### config.mk
export PLATFORM = sky130hd
export DESIGN_NAME = seg_display_ctrl_flat
export DESIGN_NICKNAME = d
export VERILOG_FILES = /design/src/rtl/seg_display_ctrl_pkg.sv /design/src/rtl/seg_display_ctrl_if.sv /design/src/rtl/seg_display_ctrl_conv.sv /design/src/rtl/seg_display_ctrl.sv /design/src/flat_wrapper.sv
export SDC_FILE = /design/constraint.sdc
export NUM_CORES = 1
export LEC_CHECK = 0
export CORE_MARGIN = 8
export CORE_UTILIZATION = 50
export DETAILED_ROUTE_END_ITERATION = 10
export PLACE_DENSITY = 0.73
export SETUP_SLACK_MARGIN = 0.1
export SYNTH_ARGS = -nofsm -noshare
export SYNTH_HDL_FRONTEND = slang
export SYNTH_HIERARCHICAL = 1
export SYNTH_SLANG_ARGS = --single-unit
### constraint.sdc
create_clock -name clk -period 2 [get_ports clk]
set_input_delay 0.4 -clock clk [delete_from_list [all_inputs] [get_ports clk]]
set_output_delay 0.4 -clock clk [all_outputs]
set_load 0.05 [all_outputs]
### src/rtl/seg_display_ctrl_pkg.sv
// ---------------------------------------------------------------------------
// seg_display_ctrl_pkg
// Shared definitions for the multiplexed 7-segment display controller:
// FSM state encoding, active-low segment codes (bit 6 = a .. bit 0 = g),
// active-low anode patterns and the BCD conversion iteration count.
// ---------------------------------------------------------------------------
package seg_display_ctrl_pkg;

    typedef enum logic [1:0] {
        IDLE    = 2'd0,
        LOAD    = 2'd1,
        CONVERT = 2'd2,
        SHOW    = 2'd3
    } state_t;

    // One shift-add-3 iteration per input bit of the 13-bit source values.
    localparam int BCD_ITER = 13;

    localparam logic [6:0] SEG_0     = 7'b0000001;
    localparam logic [6:0] SEG_1     = 7'b1001111;
    localparam logic [6:0] SEG_2     = 7'b0010010;
    localparam logic [6:0] SEG_3     = 7'b0000110;
    localparam logic [6:0] SEG_4     = 7'b1001100;
    localparam logic [6:0] SEG_5     = 7'b0100100;
    localparam logic [6:0] SEG_6     = 7'b0100000;
    localparam logic [6:0] SEG_7     = 7'b0001111;
    localparam logic [6:0] SEG_8     = 7'b0000000;
    localparam logic [6:0] SEG_9     = 7'b0000100;
    localparam logic [6:0] SEG_BLANK = 7'b1111111;

    localparam logic [3:0] AN_THOU = 4'b0111;
    localparam logic [3:0] AN_HUND = 4'b1011;
    localparam logic [3:0] AN_TENS = 4'b1101;
    localparam logic [3:0] AN_ONES = 4'b1110;
    localparam logic [3:0] AN_OFF  = 4'b1111;

    // Non-decimal nibbles fall back to "0" rather than garbage segments.
    function automatic logic [6:0] seg_decode(input logic [3:0] digit);
        case (digit)
            4'd0:    return SEG_0;
            4'd1:    return SEG_1;
            4'd2:    return SEG_2;
            4'd3:    return SEG_3;
            4'd4:    return SEG_4;
            4'd5:    return SEG_5;
            4'd6:    return SEG_6;
            4'd7:    return SEG_7;
            4'd8:    return SEG_8;
            4'd9:    return SEG_9;
            default: return SEG_0;
        endcase
    endfunction

endpackage

### src/rtl/seg_display_ctrl_if.sv
// ---------------------------------------------------------------------------
// seg_display_ctrl_if
// Bundles the source request inputs and display outputs of seg_display_ctrl.
//   src_valid[3:0]   per-source request
//   src_value[51:0]  four 13-bit values, source k at [13k+12:13k]
//   manual, sel[1:0] manual mode enable and source index
//   anode[3:0]       active-low digit enables (bit 3 = thousands)
//   led_out[6:0]     active-low segments a..g (bit 6 = a)
//   active_src[1:0]  source currently displayed
//   busy             BCD conversion in progress
// master drives the requests, slave is the controller.
// ---------------------------------------------------------------------------
interface seg_display_ctrl_if;
    logic [3:0]  src_valid;
    logic [51:0] src_value;
    logic        manual;
    logic [1:0]  sel;
    logic [3:0]  anode;
    logic [6:0]  led_out;
    logic [1:0]  active_src;
    logic        busy;

    modport master (
        output src_valid, src_value, manual, sel,
        input  anode, led_out, active_src, busy
    );

    modport slave (
        input  src_valid, src_value, manual, sel,
        output anode, led_out, active_src, busy
    );
endinterface

### src/rtl/seg_display_ctrl_conv.sv
// ---------------------------------------------------------------------------
// bcd_seq_conv
// Sequential shift-add-3 (double dabble) binary to BCD converter.
//   clk, rst    clock, synchronous active-high reset
//   start       one-cycle pulse; bin is captured on this edge
//   bin[12:0]   binary value to convert
//   done        high during the cycle whose edge performs the last iteration
//   bcd[15:0]   four BCD digits, valid from the cycle after done
// One iteration per cycle, BCD_ITER iterations after the start edge.
// ---------------------------------------------------------------------------
module bcd_seq_conv
    import seg_display_ctrl_pkg::*;
(
    input  logic        clk,
    input  logic        rst,
    input  logic        start,
    input  logic [12:0] bin,
    output logic        done,
    output logic [15:0] bcd
);

    localparam logic [3:0] LAST_ITER = 4'(BCD_ITER - 1);

    logic [12:0] shreg;
    logic [3:0]  iter_cnt;
    logic        running;

    function automatic logic [15:0] add3_all(input logic [15:0] v);
        logic [15:0] r;
        r = v;
        for (int i = 0; i < 4; i++) begin
            if (v[4*i +: 4] >= 4'd5) begin
                r[4*i +: 4] = v[4*i +: 4] + 4'd3;
            end
        end
        return r;
    endfunction

    assign done = running && (iter_cnt == LAST_ITER);

    always_ff @(posedge clk) begin
        if (rst) begin
            running  <= 1'b0;
            iter_cnt <= '0;
        end else if (start) begin
            running  <= 1'b1;
            iter_cnt <= '0;
        end else if (running) begin
            iter_cnt <= iter_cnt + 4'd1;
            if (done) begin
                running <= 1'b0;
            end
        end
    end

    // Data path: adjust digits, then shift the next binary MSB in.
    always_ff @(posedge clk) begin
        if (start) begin
            shreg <= bin;
            bcd   <= '0;
        end else if (running) begin
            {bcd, shreg} <= {add3_all(bcd), shreg} << 1;
        end
    end

endmodule

### src/rtl/seg_display_ctrl.sv
// ---------------------------------------------------------------------------
// seg_display_ctrl
// Round-robin (or manually selected) display of four 13-bit sources on a
// 4-digit multiplexed 7-segment display.
//   clk, rst  clock, synchronous active-high reset
//   bus       seg_display_ctrl_if.slave (requests in, display/status out)
// Parameters:
//   DWELL_CYCLES  cycles each source stays in SHOW
//   REFRESH_BITS  scan counter width; its two MSBs select the digit
// A new value reaches the display buffer 15 cycles after LOAD entry:
// 1 LOAD + 13 CONVERT + 1 SHOW cycle in which the finished result is latched.
// ---------------------------------------------------------------------------
module seg_display_ctrl
    import seg_display_ctrl_pkg::*;
#(
    parameter int DWELL_CYCLES = 100000000,
    parameter int REFRESH_BITS = 20
) (
    input logic              clk,
    input logic              rst,
    seg_display_ctrl_if.slave bus
);

    localparam int              DW_W       = $clog2(DWELL_CYCLES + 1);
    localparam logic [DW_W-1:0] DWELL_LAST = DW_W'(DWELL_CYCLES - 1);

    state_t                  state_q, state_d;
    logic [DW_W-1:0]         dwell_cnt;
    logic [REFRESH_BITS-1:0] scan_cnt;
    logic [1:0]              rr_ptr, active_src_q, sel_q;
    logic                    manual_q;
    logic [15:0]             disp_buf;
    logic                    buf_vld;

    logic [1:0]  rr_pick, load_src, digit_sel;
    logic        rr_any, load_req, mode_changed;
    logic        conv_start, conv_done;
    logic [15:0] conv_bcd;
    logic [3:0]  an_sel, digit;
    logic        blank;

    bcd_seq_conv u_conv (
        .clk   (clk),
        .rst   (rst),
        .start (conv_start),
        .bin   (bus.src_value[13*active_src_q +: 13]),
        .done  (conv_done),
        .bcd   (conv_bcd)
    );

    // Round robin: scan from far to near so the closest source after
    // rr_ptr wins; offset 4 wraps back to rr_ptr itself (single source).
    always_comb begin
        rr_pick = rr_ptr;
        rr_any  = 1'b0;
        for (int i = 4; i >= 1; i--) begin
            if (bus.src_valid[rr_ptr + 2'(i)]) begin
                rr_pick = rr_ptr + 2'(i);
                rr_any  = 1'b1;
            end
        end
    end

    assign load_req     = bus.manual | rr_any;
    assign load_src     = bus.manual ? bus.sel : rr_pick;
    assign mode_changed = (bus.manual != manual_q) || (bus.manual && (bus.sel != sel_q));

    always_comb begin
        state_d    = state_q;
        conv_start = 1'b0;
        case (state_q)
            IDLE: begin
                if (load_req) state_d = LOAD;
            end
            LOAD: begin
                conv_start = 1'b1;
                state_d    = CONVERT;
            end
            CONVERT: begin
                if (conv_done) state_d = SHOW;
            end
            SHOW: begin
                if (mode_changed || (dwell_cnt == DWELL_LAST)) begin
                    state_d = load_req ? LOAD : IDLE;
                end
            end
            default: state_d = IDLE;
        endcase
    end

    always_ff @(posedge clk) begin
        if (rst) begin
            state_q      <= IDLE;
            dwell_cnt    <= '0;
            scan_cnt     <= '0;
            rr_ptr       <= 2'd3;
            active_src_q <= 2'd0;
            manual_q     <= 1'b0;
            sel_q        <= 2'd0;
            disp_buf     <= '0;
            buf_vld      <= 1'b0;
        end else begin
            state_q  <= state_d;
            scan_cnt <= scan_cnt + 1'b1;
            dwell_cnt <= (state_q == SHOW && state_d == SHOW) ? dwell_cnt + 1'b1 : '0;
            // LOAD is only ever entered from IDLE or SHOW, so this is LOAD entry.
            if (state_d == LOAD) begin
                active_src_q <= load_src;
                rr_ptr       <= load_src;
                manual_q     <= bus.manual;
                sel_q        <= bus.sel;
            end
            // First SHOW cycle: the converter result has just settled.
            if (state_q == SHOW && dwell_cnt == '0) begin
                disp_buf <= conv_bcd;
                buf_vld  <= 1'b1;
            end
        end
    end

    assign digit_sel = scan_cnt[REFRESH_BITS-1 -: 2];

    always_comb begin
        an_sel = AN_THOU;
        digit  = disp_buf[15:12];
        case (digit_sel)
            2'd0: begin an_sel = AN_THOU; digit = disp_buf[15:12]; end
            2'd1: begin an_sel = AN_HUND; digit = disp_buf[11:8];  end
            2'd2: begin an_sel = AN_TENS; digit = disp_buf[7:4];   end
            default: begin an_sel = AN_ONES; digit = disp_buf[3:0]; end
        endcase
    end

    assign blank          = (state_q == IDLE) || !buf_vld;
    assign bus.anode      = blank ? AN_OFF : an_sel;
    assign bus.led_out    = blank ? SEG_BLANK : seg_decode(digit);
    assign bus.active_src = active_src_q;
    assign bus.busy       = (state_q == CONVERT);

endmodule

### src/flat_wrapper.sv
// flat-port wrapper written by rule: the top's interface ports become plain ports
module seg_display_ctrl_flat import seg_display_ctrl_pkg::*;
#(
    parameter int DWELL_CYCLES = 100000000,
    parameter int REFRESH_BITS = 20
)
  (clk, rst, bus_src_valid, bus_src_value, bus_manual, bus_sel, bus_anode, bus_led_out, bus_active_src, bus_busy);
  seg_display_ctrl_if bus_i ();
  input logic clk;
  input logic rst;
  input wire logic [$bits(bus_i.src_valid)-1:0] bus_src_valid;
  input wire logic [$bits(bus_i.src_value)-1:0] bus_src_value;
  input wire logic [$bits(bus_i.manual)-1:0] bus_manual;
  input wire logic [$bits(bus_i.sel)-1:0] bus_sel;
  output wire logic [$bits(bus_i.anode)-1:0] bus_anode;
  output wire logic [$bits(bus_i.led_out)-1:0] bus_led_out;
  output wire logic [$bits(bus_i.active_src)-1:0] bus_active_src;
  output wire logic [$bits(bus_i.busy)-1:0] bus_busy;
  assign bus_i.src_valid = bus_src_valid;
  assign bus_i.src_value = bus_src_value;
  assign bus_i.manual = bus_manual;
  assign bus_i.sel = bus_sel;
  assign bus_anode = bus_i.anode;
  assign bus_led_out = bus_i.led_out;
  assign bus_active_src = bus_i.active_src;
  assign bus_busy = bus_i.busy;
  seg_display_ctrl #(.DWELL_CYCLES(DWELL_CYCLES), .REFRESH_BITS(REFRESH_BITS)) u_core (.clk(clk), .rst(rst), .bus(bus_i));
endmodule
==> metrics.txt, run 1 <==
synthesis-stage register bit count=around 110; clock-pin slew on the worst setup and hold paths=0.09 ns; P_leak=roughly 2.7 nW; status=finished with violations; CP Class=register to output port; core area=10,890 um2; Flop pwr share=about 50%; Final GP Congestion=0.8590; Detailed Route WL=approximately 13,000 um; final hold vios=0; crit path time final=2.549 ns; required time of the critical path=between 1.5 and 2 ns; WP data arrival=2.15 ns; synth warn=6; port bufs=74; CTS Root Cell=clkbuf_8; failing checks=negative setup slack; fmax=392.3 MHz; synthesized area=5615 um2; CP startpoint kind=register; ys flop type=dfxtp_1; max_cap viols=0; Site Rows=38; Synth area leader=dfxtp_1; Mapped Avg Cell Area=9.518 um2; pin count of the biggest net entering global routing=50; CP Capture Type=output port; IO Count=75; Initial DRC Count=259; Vias=4,725; Logic pwr share=28.4%; placed cell areas=6972 um2; htree depth=3; CTS tree=built; Clock Skew=~0.014 ns; Worst-Margin Slew=0.5076 ns; Die Y=122.0 um; Final period util=127.5%; critical path cell sequence=mux4_2 > inv_2 > ha_4 > nor2b_4 > a21oi_2 > o21ai_4 > buf_12; Initial Utilization=51.57%; fraction of registers with async set/reset=0%; Int Power=3.704 mW; unrepaired setup endpoints after global routing=true; Die W=122.0 um; Max VDD drop=0.4016 mV; Hold/Removal Path Class=register to register; pre-CTS WS=-0.2674 ns; P&R area growth vs syn=32.42%; share of layout cells above drive strength 1=26.54%; CP max FO=4; DR pass1 iterations=5; Slew Limit Fails=0; Rel. slew slack=66.16%; via-per-instance ratio=5.520; DIE AREA=14,880 um2; gr ovfl total=0; Final setup viols=23; Post-synth EDFFs=13; Skew-Pair Late Insertion Delay=0.37 ns; hpwl dp=9236 um; Seq/Total Area, Yosys=40.46%; Critical-path top delay cell=mux4_2; initial antenna violation count=0; worst setup margin=-0.5491 ns; Distinct cells, synth=58; max incr delay on CP=0.59 ns; Synth area leaders=dfxtp_1 34%, edfxtp_1 7.0%, mux4_2 6.8%; Clk pwr share=21.1%; pwr dens=between 700 and 800 nW/um2; sw power=1.757 mW; syn_nets=668; post-route cell area=7436 um2; Post-Synthesis Cells=590; ANT cells=0; number of global-route vias before repair=4,849; Total Nets Final=a little under 800; clock tree sinks=107; Design Power=approximately 5.5 mW; global-route wire length before repair=21,290 um; clk buf depth=2; Hold Slack=between 0.4 and 0.5 ns; CTS buffer count=9; Routed Antenna Nets=0; top-area cell type share of the netlist area=about a third; GRT Overall Usage=17.09%; DR WL/cell=15.12 um; Residual DRC=0; Net Sw Frac=32.17%
[layout by cell type (no fill, tap or decap), types with 4 or more instances in the layout]
cell              n
dfxtp_4           4
a21oi_1          16
xor2_1           31
clkdlybuf4s50_1  60
or3_1             8
xnor2_1          14
dfxtp_1          82
nand4_1          15
nand2_1          29
mux4_2           17
buf_4            56
mux2_2           12
or4_4             4
o21ai_2           6
ha_1             13
a31oi_1           4
nor2_1           83
buf_6             7
and4_1            5
buf_12           10
nor4_1            4
clkbuf_8          9
edfxtp_1         13
and3_1            5
nor2b_1           6
nand3_1          26
mux2i_1          23
o211ai_1          4
dfxtp_2           8
inv_1            29
o21ai_0          11
nor2_2            4
nor3_1           11
[kinds of logic after synthesis]
| logic type | Yosys count | share of synthesized area, % |
|---|---|---|
| AND/OR/NAND/NOR | 230 | 20.25 |
| flip-flops | 107 | 40.46 |
| XOR/XNOR | 45 | 7.019 |
| buffers and inverters | 60 | 4.924 |
| multiplexers | 53 | 13.52 |
| adder cells (fa/ha/maj) | 17 | 3.788 |
| AO/OA/AOI/OAI | 78 | 10.03 |
[path summary, 6_finish.rpt]
path	from	end	slack, ns	depth (start not counted)
min	u_core/sel_q[1]	u_core/sel_q[1]	0.49	2
max	u_core/scan_cnt[18]	bus_led_out[3]	-0.55	7
min reg2reg	u_core/sel_q[1]	u_core/sel_q[1]	0.49	2
max reg2reg	u_core/dwell_cnt[15]	u_core/disp_buf[9]	-0.20	7
[state kept, by name, summed over array words and instances, names as in the netlist]
name	flops
u_core/dwell_cnt	27
u_core/u_conv/bcd	16
u_core/buf_vld	1
u_core/manual_q	1
u_core/u_conv/iter_cnt	4
u_core/state_q	2
u_core/bus.active_src	2
u_core/u_conv/shreg	13
u_core/u_conv/running	1
u_core/scan_cnt	20
u_core/rr_ptr	2
u_core/disp_buf	16
u_core/sel_q	2
[metrics by stage]
| stage | cells | utilization (%) | setup TNS [ns] |
|---|---|---|---|
| after floorplan | 590 | - | -0.7249 |
| after global placement | 830 | 64.03 | -4.989 |
| after detailed placement | 830 | 64.03 | -7.501 |
| after CTS | 848 | 66.41 | -4.853 |
| after global routing | 856 | 68.29 | -7.364 |
| final | 856 | 68.29 | -5.737 |
[worst max-delay path: cells and delay by family (launching register included)]
family          cells  cell delay [ns]
mux                 1             0.59
flops               1             0.39
buf+inv             2             0.29
compound gates      2             0.21
simple gates        1             0.17
fa+ha+maj           1             0.13
[synth_stat cells, types with 8 or more instances]
library cell	number
nor2_1	88
o21ai_0	14
edfxtp_1	13
nand2_1	34
inv_1	31
buf_2	9
nor3_1	11
mux4_2	17
dfxtp_1	94
a21oi_1	19
mux2i_1	23
nand4_1	15
ha_1	17
mux2_2	13
xnor2_1	14
nor2b_1	9
nand3_1	26
or3_1	8
clkbuf_1	12
xor2_1	31
[power by group through the flow]
stage	clock network, mW	logic (mW)	registers, mW
4_1_cts	1.20	1.51	2.76
6_report	1.15	1.55	2.76
3_5_place_dp	0	1.47	2.81
5_1_grt	1.28	1.71	2.81
2_1_floorplan	0	1.09	2.71
3_3_place_gp	0	1.40	2.80
[final cells by class]
cell class                      instances  area, um2
Clock buffer                           12      135.1
Fill cell                             827       3452
Multi-Input combinational cell        423       3273
Sequential cell                       107       2297
Clock inverter                          4      26.28
Tap cell                              140      175.2
Inverter                               31      118.9
Timing Repair Buffer                  139       1410
[what timing repair did]
action | CTS | global route
pin swaps | 2 | 5
resized for setup | 23 | 21
cloned | 0 | 4
setup buffers | 2 | 4
endpoints found under the setup margin | 56 | 59
hold buffers | 0 | 0
[routing by layer]
layer,up-vias,global-route usage [%],share of wire [%]
met2,97,30.99,51
met4,0,4.241,0.77
met1,2270,19.28,42
met5,-,0,0
met3,14,4.766,5.5
li1,2344,-,-
Note: power is estimated with default switching activity, not from simulation.
==> run 2, diff against run 1 <==
--- a/config.mk
+++ b/config.mk
@@ -7,9 +7,11 @@
 export LEC_CHECK = 0
 export CORE_MARGIN = 8
 export CORE_UTILIZATION = 50
+export CTS_CLUSTER_DIAMETER = 120
 export DETAILED_ROUTE_END_ITERATION = 10
 export PLACE_DENSITY = 0.73
 export SETUP_SLACK_MARGIN = 0.1
+export SLEW_MARGIN = 20
 export SYNTH_ARGS = -nofsm -noshare
 export SYNTH_HDL_FRONTEND = slang
 export SYNTH_HIERARCHICAL = 1
==> results of run 2 <==
Final layout, timing and power as in run 1 (identical DEF).
==> run 3, diff against run 2 <==
--- a/config.mk
+++ b/config.mk
@@ -5,12 +5,14 @@
 export SDC_FILE = /design/constraint.sdc
 export NUM_CORES = 1
 export LEC_CHECK = 0
+export ABC_AREA = 1
 export CORE_MARGIN = 8
-export CORE_UTILIZATION = 50
+export CORE_UTILIZATION = 51
 export CTS_CLUSTER_DIAMETER = 120
 export DETAILED_ROUTE_END_ITERATION = 10
-export PLACE_DENSITY = 0.73
+export PLACE_DENSITY = 0.74
 export SETUP_SLACK_MARGIN = 0.1
+export SKIP_LAST_GASP = 1
 export SLEW_MARGIN = 20
 export SYNTH_ARGS = -nofsm -noshare
 export SYNTH_HDL_FRONTEND = slang
==> run 3 against run 2 <==
Against the previous run: the flow still finishes with violations (negative setup slack); sequential share of layout area shrank 0.61 points; highest routed layer unchanged; worst hold slack worse by 0.050 ns; maximum frequency grew 9.3%; clock skew is 0.0064 ns lower; critical endpoint unchanged.
==> metrics.txt, run 3 <==
Worst-Margin Slew=0.7119 ns (was 0.5076 ns); fmax=428.7 MHz (was 392.3 MHz); Residual DRC=0 (unchanged); fill count=1,022 (was 827); Initial DRC Count=311 (was 259); pre-CTS WS=-0.02792 ns (was -0.2674 ns); Final period util=116.6% (was 127.5%); worst setup margin=-0.3325 ns (was -0.5491 ns); Die Y=123.5 um (was 122.0 um); GR peak layer=met2 (unchanged); DR WL/cell=12.45 um (was 15.12 um); hold depth=1 (was 2); Synth top cells by count=220 x nand2_1, 137 x nor2_1, 94 x dfxtp_1, 90 x inv_1, 72 x o21ai_0 (was 94 x dfxtp_1, 88 x nor2_1, 34 x nand2_1, 31 x inv_1, 31 x xor2_1); Hold EP=u_core/dwell_cnt[0] (was u_core/sel_q[1]); synth warn=6 (unchanged); r2r endpoint=u_core/sel_q[1] (was u_core/disp_buf[9]); DR pass1 iterations=5 (unchanged); Mapped Avg Cell Area=6.748 um2 (was 9.518 um2); CP Class=register to output port (unchanged); IO Count=75 (unchanged); CTS buffer count=9 (unchanged); top-area cell type share of the netlist area=31.90% (was 33.51%); highest-count cells in the layout ignoring fill and taps=209 x nand2_1, 131 x nor2_1, 90 x dfxtp_1, 85 x inv_1, 66 x o21ai_0 (was 83 x nor2_1, 82 x dfxtp_1, 60 x clkdlybuf4s50_1, 56 x buf_4, 31 x xor2_1); Hold/Removal Path Class=register to register (unchanged); placed cell areas=7010 um2 (was 6972 um2); setup TNS=-1.965 ns (was -5.737 ns); via-per-instance ratio=5.055 (was 5.520); DIE AREA=15,260 um2 (was 14,880 um2); Synth area leaders=dfxtp_1 32%, nand2_1 14%, nor2_1 8.7% (was dfxtp_1 34%, edfxtp_1 7.0%, mux4_2 6.8%); CP Capture Type=output port (unchanged); FF-to-FF path depth=12 (was 7); Synth area leader=dfxtp_1 (unchanged); P_leak=3.221 nW (was 2.687 nW); WP data arrival=1.93 ns (was 2.15 ns); gr ovfl total=0 (unchanged); synthesized area=5898 um2 (was 5615 um2); GRT Overall Usage=18.63% (was 17.09%); met1 usage=22.13% (was 19.28%); required time of the critical path=1.60 ns (about the same); CTS Root Cell=clkbuf_16 (was clkbuf_8); Slew Limit Fails=0 (unchanged); pin count of the biggest net entering global routing=29 (was 50); Design Power=6.244 mW (was 5.461 mW); share of layout cells above drive strength 1=14.15% (was 26.54%); Site Rows=39 (was 38); Final setup viols=7 (was 23); Total Nets Final=1,041 (was 789); count leader, synth=nand2_1 (was dfxtp_1); status=finished with violations (unchanged); CP max FO=8 (was 4); max FFs per register=27 (unchanged); crit path time final=2.333 ns (was 2.549 ns); number of global-route vias before repair=5,285 (was 4,849); Largest Register=u_core/dwell_cnt (unchanged); ys flop type=dfxtp_1 (unchanged); CTS tree=built (unchanged); port bufs=74 (unchanged); final hold vios=0 (unchanged); Routed Antenna Nets=0 (unchanged); unrepaired setup endpoints after global routing=true (unchanged); Max VDD drop=0.7515 mV (was 0.4016 mV); CP startpoint kind=register (unchanged); initial antenna violation count=0 (unchanged); clock tree sinks=107 (unchanged); core area=11,370 um2 (was 10,890 um2); Post-Synthesis Cells=874 (was 590); R2R Path Start=u_core/dwell_cnt[0] (was u_core/dwell_cnt[15]); Seq/Total Area, Yosys=38.52% (was 40.46%); global-route wire length before repair=23,330 um (was 21,290 um); post-route cell area=7537 um2 (was 7436 um2); syn_nets=952 (was 668); hpwl dp=10,330 um (was 9236 um); htree depth=3 (unchanged); fraction of registers with async set/reset=0% (unchanged); Rel. slew slack=52.49% (was 66.16%); Distinct cells, synth=41 (was 58); Vias=5,616 (was 4,725); max_cap viols=0 (unchanged); R2R setup slack=0.28 ns (was -0.20 ns); hold path startpoint=u_core/dwell_cnt[0] (was u_core/sel_q[1]); Post-synth EDFFs=13 (unchanged); Clock Skew=0.007702 ns (was 0.01413 ns); global routing usage on met3=4.429% (was 4.766%); P&R area growth vs syn=27.79% (was 32.42%); synthesis-stage register bit count=107 (unchanged); clock-pin slew on the worst setup and hold paths=0.07 ns (was 0.09 ns); Initial Utilization=51.88% (was 51.57%); clk buf depth=2 (unchanged); Largest regs=u_core/dwell_cnt: 27 flops, u_core/scan_cnt: 20 flops (unchanged); pwr dens=828.4 nW/um2 (was 734.5 nW/um2); failing checks=negative setup slack (unchanged); Final GP Congestion=0.8807 (was 0.8590); Die W=123.5 um (was 122.0 um); Detailed Route WL=13,830 um (was 12,940 um); Skew-Pair Late Insertion Delay=0.35 ns (was 0.37 ns); GR Layer Usage met2=32.51% (was 30.99%); commonest non-fill, non-tap cell in the layout=nand2_1 (was nor2_1); ANT cells=0 (unchanged)
run 3: cell count changes in the layout (fill, tap and decap cells not counted), moves of 17 or more:
cell | previous run | this run
nand2_1 | 29 | 209
inv_1 | 29 | 85
o21ai_0 | 11 | 66
nor2_1 | 83 | 131
nand3_1 | 26 | 60
buf_4 | 56 | 29
mux2i_1 | 23 | 0
xor2_1 | 31 | 9
mux4_2 | 17 | 0
run 3: per-layer routing:
layer | part of all wire, % | vias to the layer above | wire (um)
li1 | - | 3005 | -
met1 | 46 | 2504 | 6309
met2 | 49 | 93 | 6786
met3 | 3.9 | 14 | 539
met4 | 1.4 | 0 | 198
met5 | 0 | - | 0
run 3: area by class of cell:
type	count	area (um2)	area share, %
Clock buffer	11	252.7	3.353
Clock inverter	5	56.30	0.7470
Inverter	99	376.6	4.997
Multi-Input combinational cell	644	3347	44.41
Sequential cell	107	2282	30.28
Tap cell	143	178.9	2.374
Timing Repair Buffer	102	1044	13.84
run 3: worst max path at each step:
| stage | start | to | slack (ns) |
|---|---|---|---|
| 2_1_floorplan | u_core/scan_cnt[18] | bus_led_out[5] | 0.11 |
| 3_3_place_gp | bus_sel[1] | u_core/sel_q[1] | 0.01 |
| 3_5_place_dp | u_core/scan_cnt[18] | bus_led_out[6] | -0.03 |
| 4_1_cts | u_core/scan_cnt[19] | bus_led_out[3] | -0.33 |
| 5_1_grt | u_core/scan_cnt[19] | bus_led_out[0] | -0.42 |
| 6_report | u_core/scan_cnt[18] | bus_led_out[3] | -0.33 |
run 3: cell families after synthesis:
logic type,count (synthesis),share of synthesized area (%)
compound gates,129,11.58
buf+inv,123,8.697
simple gates,486,35.81
xor+xnor,12,1.782
flops,107,38.52
fa+ha+maj,17,3.606
run 3: timing repair:
item / in CTS / in global routing
pin swaps: 15 / 5
setup endpoints to repair: 7 / 30
gates resized for setup: 35 / 20
endpoints found under the hold margin: 0 / 0
buffers inserted: 1 / 2
cloned: 0 / 0
hold buffers: 0 / 0
run 3: worst max-delay path, cell delays in order, from the launching register on:
cell and delay, ns:
dfxtp_4 0.42, inv_4 0.05, nor2_4 0.12, nand2_2 0.08
nand3_2 0.09, o21ai_4 0.07, buf_4 0.14, ha_4 0.16
o21ai_4 0.20, o21ai_4 0.09, buf_12 0.15
run 3: where the power goes:
group / internal, mW / leakage, nW / switching (mW)
Combinational: 0.699 / 2.17 / 1.10
Clock: 1.04 / 0.157 / 0.789
Sequential: 2.46 / 0.889 / 0.159
Total: 4.20 / 3.22 / 2.04
run 3: metrics by stage:
stage	util (%)	std cells	hold slack, ns
detailed placement	61.66	1092	0.4396
CTS	65.56	1109	0.4502
finish	66.29	1111	0.4363
floorplan	-	874	0.4176
global route	66.29	1111	0.4587
global placement	61.66	1092	0.4315
